==> src/rtl/csa_pkg.sv <==
// Shared types and constants for the nibble-serial word adder.
// State enum, nibble width and nibble-count helper.
package csa_pkg;

  typedef enum logic [1:0] {
    IDLE,
    RUN,
    DONE
  } state_t;

  localparam int NIBBLE_W = 4;

  function automatic int nib_count(input int width);
    return width / NIBBLE_W;
  endfunction

endpackage

==> src/rtl/csa_nibble_add.sv <==
// Combinational 4-bit carry-select adder: two ripple chains + muxes.
// Ports: a, b, cin in; sum, c3 (carry into bit 3), cout out.
module csa_nibble_add
  import csa_pkg::*;
(
  input  logic [NIBBLE_W-1:0] a,
  input  logic [NIBBLE_W-1:0] b,
  input  logic                cin,
  output logic [NIBBLE_W-1:0] sum,
  output logic                c3,
  output logic                cout
);

  logic [NIBBLE_W:0]   k0;
  logic [NIBBLE_W:0]   k1;
  logic [NIBBLE_W-1:0] s0;
  logic [NIBBLE_W-1:0] s1;

  always_comb begin
    k0    = '0;
    k1    = '0;
    s0    = '0;
    s1    = '0;
    k0[0] = 1'b0;
    k1[0] = 1'b1;
    for (int i = 0; i < NIBBLE_W; i++) begin
      s0[i]   = a[i] ^ b[i] ^ k0[i];
      k0[i+1] = (a[i] & b[i]) | (k0[i] & (a[i] ^ b[i]));
      s1[i]   = a[i] ^ b[i] ^ k1[i];
      k1[i+1] = (a[i] & b[i]) | (k1[i] & (a[i] ^ b[i]));
    end
  end

  assign sum  = cin ? s1 : s0;
  assign c3   = cin ? k1[NIBBLE_W-1] : k0[NIBBLE_W-1];
  assign cout = cin ? k1[NIBBLE_W] : k0[NIBBLE_W];

endmodule

==> src/rtl/csa_word_sequencer.sv <==
// Nibble-serial word adder around one carry-select nibble adder.
// in_* valid/ready operand port; out_* valid/ready result port.
module csa_word_sequencer
  import csa_pkg::*;
#(
  parameter int WIDTH = 16
) (
  input  logic             clk,
  input  logic             rst_n,
  input  logic             in_valid,
  output logic             in_ready,
  input  logic [WIDTH-1:0] in_a,
  input  logic [WIDTH-1:0] in_b,
  input  logic             in_cin,
  output logic             out_valid,
  input  logic             out_ready,
  output logic [WIDTH-1:0] out_sum,
  output logic             out_cout,
  output logic             out_ovf
);

  localparam int N     = nib_count(WIDTH);
  localparam int IDX_W = (N > 1) ? $clog2(N) : 1;

  state_t             state_q;
  logic [IDX_W-1:0]   idx_q;
  logic [WIDTH-1:0]   a_q;
  logic [WIDTH-1:0]   b_q;
  logic               carry_q;
  logic [WIDTH-1:0]   sum_q;
  logic               cout_q;
  logic               ovf_q;
  logic               in_ready_q;
  logic               out_valid_q;

  logic [NIBBLE_W-1:0] na;
  logic [NIBBLE_W-1:0] nb;
  logic [NIBBLE_W-1:0] ns;
  logic                nc3;
  logic                ncout;
  logic                last;

  always_comb begin
    na = '0;
    nb = '0;
    for (int i = 0; i < N; i++) begin
      if (idx_q == IDX_W'(i)) begin
        na = a_q[i*NIBBLE_W +: NIBBLE_W];
        nb = b_q[i*NIBBLE_W +: NIBBLE_W];
      end
    end
  end

  assign last = (idx_q == IDX_W'(N - 1));

  csa_nibble_add u_nib (
    .a    (na),
    .b    (nb),
    .cin  (carry_q),
    .sum  (ns),
    .c3   (nc3),
    .cout (ncout)
  );

  always_ff @(posedge clk or negedge rst_n) begin
    if (!rst_n) begin
      state_q     <= IDLE;
      idx_q       <= '0;
      a_q         <= '0;
      b_q         <= '0;
      carry_q     <= 1'b0;
      sum_q       <= '0;
      cout_q      <= 1'b0;
      ovf_q       <= 1'b0;
      in_ready_q  <= 1'b1;
      out_valid_q <= 1'b0;
    end else begin
      unique case (state_q)
        IDLE: begin
          if (in_valid) begin
            a_q        <= in_a;
            b_q        <= in_b;
            carry_q    <= in_cin;
            idx_q      <= '0;
            sum_q      <= '0;
            in_ready_q <= 1'b0;
            state_q    <= RUN;
          end
        end
        RUN: begin
          for (int i = 0; i < N; i++) begin
            if (idx_q == IDX_W'(i)) begin
              sum_q[i*NIBBLE_W +: NIBBLE_W] <= ns;
            end
          end
          carry_q <= ncout;
          idx_q   <= idx_q + 1'b1;
          if (last) begin
            cout_q      <= ncout;
            ovf_q       <= nc3 ^ ncout;
            idx_q       <= '0;
            out_valid_q <= 1'b1;
            state_q     <= DONE;
          end
        end
        DONE: begin
          if (out_ready) begin
            out_valid_q <= 1'b0;
            in_ready_q  <= 1'b1;
            state_q     <= IDLE;
          end
        end
        default: begin
          out_valid_q <= 1'b0;
          in_ready_q  <= 1'b1;
          state_q     <= IDLE;
        end
      endcase
    end
  end

  assign in_ready  = in_ready_q;
  assign out_valid = out_valid_q;
  assign out_sum   = sum_q;
  assign out_cout  = cout_q;
  assign out_ovf   = ovf_q;

endmodule

==> config.mk <==
export PLATFORM = sky130hd
export DESIGN_NAME = csa_word_sequencer
export DESIGN_NICKNAME = d
export VERILOG_FILES = /design/src/rtl/csa_pkg.sv /design/src/rtl/csa_nibble_add.sv /design/src/rtl/csa_word_sequencer.sv
export SDC_FILE = /design/constraint.sdc
export NUM_CORES = 1
export LEC_CHECK = 0
export BUFFER_PORTS_ARGS = -buffer_cell sky130_fd_sc_hd__buf_2
export CORE_MARGIN = 2
export CORE_UTILIZATION = 60
export CTS_BUF_LIST = sky130_fd_sc_hd__clkbuf_2 sky130_fd_sc_hd__clkbuf_4 sky130_fd_sc_hd__clkbuf_8
export CTS_CLUSTER_DIAMETER = 120
export CTS_CLUSTER_SIZE = 40
export DETAILED_ROUTE_END_ITERATION = 8
export MAX_ROUTING_LAYER = met4
export PLACE_DENSITY_LB_ADDON = 0.08
export RECOVER_POWER = 25
export SLEW_MARGIN = 10
export SYNTH_ARGS = -nofsm -noshare
export SYNTH_HDL_FRONTEND = slang
export SYNTH_SLANG_ARGS = --single-unit
==> constraint.sdc <==
create_clock -name clk -period 10.2 [get_ports clk]
set_input_delay 1.53 -clock clk [delete_from_list [all_inputs] [get_ports clk]]
set_output_delay 1.53 -clock clk [all_outputs]
set_load 0.005 [all_outputs]
==> impl_metrics.json <==
{
  "syn_nets": 265,
  "placeableCoreArea_sq_mm": 0.00429,
  "cp.arrival_ps": 3690,
  "worstPathCellList": "buf_2, clkbuf_1",
  "worstMarginPinSlew_ps": 2910,
  "ioPinCount": 57,
  "cts_buffer_depth": 2,
  "finalCritPeriodShare": 0.382,
  "fill_cells": 315,
  "syn_area_per_cell_sq_um": 12.1,
  "powerDensity_mw_per_mm2": 367,
  "viasPerCell": 5.68,
  "path_max_fanout": 57,
  "grt_max_degree": 58,
  "setup_viol": 0,
  "cts.sinks": 57,
  "yosys.area.top_type": "dfrtp_1",
  "drive_gt1_frac": 0.358,
  "dieHeight_um": 70.4,
  "vias": 1881,
  "grt_pass1_vias": 1868,
  "yosys_warnings": 0,
  "ff2ff_path_depth": 13,
  "syn_area_sq_mm": 0.00264,
  "fmax_mhz": 256,
  "ir_worst_vdd_mv": 0.266,
  "place.gp.congestion": 0.775,
  "ys_top_cells_by_count": "56 x dfrtp_1, 25 x mux2_2, 21 x nand2_1, 16 x a21oi_1, 14 x o21ai_0",
  "first_pass_iters": 4,
  "endpoint_kind": "asynchronous set/reset pin",
  "overflow": 0,
  "rows": 24,
  "cts_setup_buffers": 0,
  "htreeDepth": 3,
  "drt_iter0_drc": 160,
  "rr_startpoint": "idx_q[1]",
  "finalSetupTns_ps": 0,
  "violations": "max-capacitance violations, max-slew violations",
  "portBuffers": 56,
  "clk_latency_ps": 330,
  "finalNetCount": 320,
  "area_growth_pct": 17.9,
  "ys_seq_area_frac": 0.540,
  "relSlewSlack": -0.943,
  "dieArea_sq_mm": 0.00495,
  "rsz0062_at_grt": "false",
  "ys.flop_type": "dfrtp_1",
  "synth-edff-count": 0,
  "drc": 0,
  "holdBufCountCts": 0,
  "synthTopCellsByArea": "dfrtp_1 53%, mux2_2 11%, o2bb2ai_1 4.0%",
  "hold_viol": 0,
  "path_buf_inv": 2,
  "diodes": 0,
  "wirelength_um": 5090,
  "r2r_slack_ps": 6720,
  "maxSlewViolCount": 58,
  "min_path_type": "flop to flop",
  "cts_resized": 0,
  "synthCells": 219,
  "cap_violations": 1,
  "crit_end": "state_q[0]",
  "period_minus_slack_ps": 3900,
  "cp_num_cells": 2,
  "ys_types": 32,
  "p_leak_uw": 0.00147,
  "dp_hpwl_um": 3520,
  "synth_most_common_cell": "dfrtp_1",
  "status": "complete, but fails checks",
  "total_power_uw": 1150,
  "critPathMaxStageDelay_ps": 2040,
  "min_path_cells": 1,
  "clkTransAtPathRegs_ps": 60,
  "critPathTopFamily": "buffers and inverters",
  "grt_usage": 0.244,
  "ant_nets": 0,
  "critPathKind": "input port to asynchronous set/reset pin",
  "die_x_um": 70.4,
  "critPathSlowestCell": "clkbuf_1",
  "synth-seq-cells": 57,
  "cts_tree": "done",
  "rr_endpoint": "out_sum[11]",
  "crit_path_start_kind": "input port",
  "yosysTopAreaCellShare": 0.530,
  "worstSetupStartpoint": "rst_n",
  "clockRootBuffer": "clkbuf_8",
  "worstPathRequired_ps": 9990,
  "grt_pass1_wl_um": 8920,
  "finalCoreUtilization": 0.726,
  "initial_core_util": 0.616,
  "numCtsBuffers": 9,
  "clock_skew_ps": 9.09,
  "synthArstFlopShare": 1.00,
  "wl_per_cell_um": 15.4,
  "antenna_found_initial": 0
}
[registers in the layout (all words and copies together) (netlist names)]
| name | cells |
|---|---|
| a_q | 16 |
| b_q | 16 |
| out_ovf | 1 |
| carry_q | 1 |
| in_ready | 1 |
| idx_q | 2 |
| out_sum | 16 |
| out_cout | 1 |
| state_q | 2 |
| out_valid | 1 |
[report_power, final]
part / internal (uW) / switching, uW / leakage (uW)
Combinational: 243 / 283 / 0.000652
Sequential: 331 / 67.1 / 0.000701
Clock: 138 / 83.4 / 0.000114
[final cells by class]
| type | instances | area (sq um) | share of cell area |
|---|---|---|---|
| clock inverter | 2 | 35.0 | 0.0112 |
| inverter | 11 | 41.3 | 0.0132 |
| clock buffer | 14 | 180 | 0.0578 |
| sequential | 57 | 1430 | 0.458 |
| tap | 52 | 65.1 | 0.0209 |
| timing repair buffer | 58 | 290 | 0.0931 |
| multi-input combinational | 137 | 1080 | 0.346 |
[routing by layer]
layer  GRT usage  vias up  wire, um
met1       0.327      905      2230
met2       0.356       69      2460
met3      0.0592        7       311
met4       0.107        0        87
met5           -        -         0
li1            -      900         -
[worst min path at each step]
stage                            from           to  slack (ps)
after floorplan               b_q[15]      b_q[15]         460
after global placement    out_sum[14]  out_sum[14]         470
after detailed placement  out_sum[14]  out_sum[14]         470
after CTS                  out_sum[8]   out_sum[8]         490
after global routing      out_sum[14]  out_sum[14]         500
final                     out_sum[14]  out_sum[14]         480
[layout by cell type (no fill, tap or decap), types with 3 or more instances in the layout]
| cell type | n |
|---|---|
| a32o_1 | 4 |
| o2bb2ai_1 | 12 |
| nand2_1 | 21 |
| buf_2 | 55 |
| inv_1 | 11 |
| a22o_1 | 4 |
| o21ai_0 | 14 |
| ha_1 | 6 |
| clkbuf_8 | 12 |
| nor2b_1 | 6 |
| dfrtp_1 | 56 |
| nor2_1 | 3 |
| mux2_2 | 25 |
| fa_1 | 3 |
| a22oi_1 | 7 |
| a21oi_1 | 16 |
[kinds of logic after synthesis]
family          synth area share
compound gates             0.173
xor+xnor                 0.00663
fa+ha+maj                 0.0511
buf+inv                   0.0521
flops                      0.540
mux                        0.119
simple gates              0.0582
[stage by stage]
step                std cells  hold slack (ps)  setup WS (ps)  cell area, sq um
floorplan                 219              458           6990              2640
global placement          315              468           6830              2910
detailed placement        315              470           6730              2910
CTS                       331              489           6690              3120
global route              331              505           5560              3120
finish                    331              483           6300              3120
(Power assumes the default switching activity.)
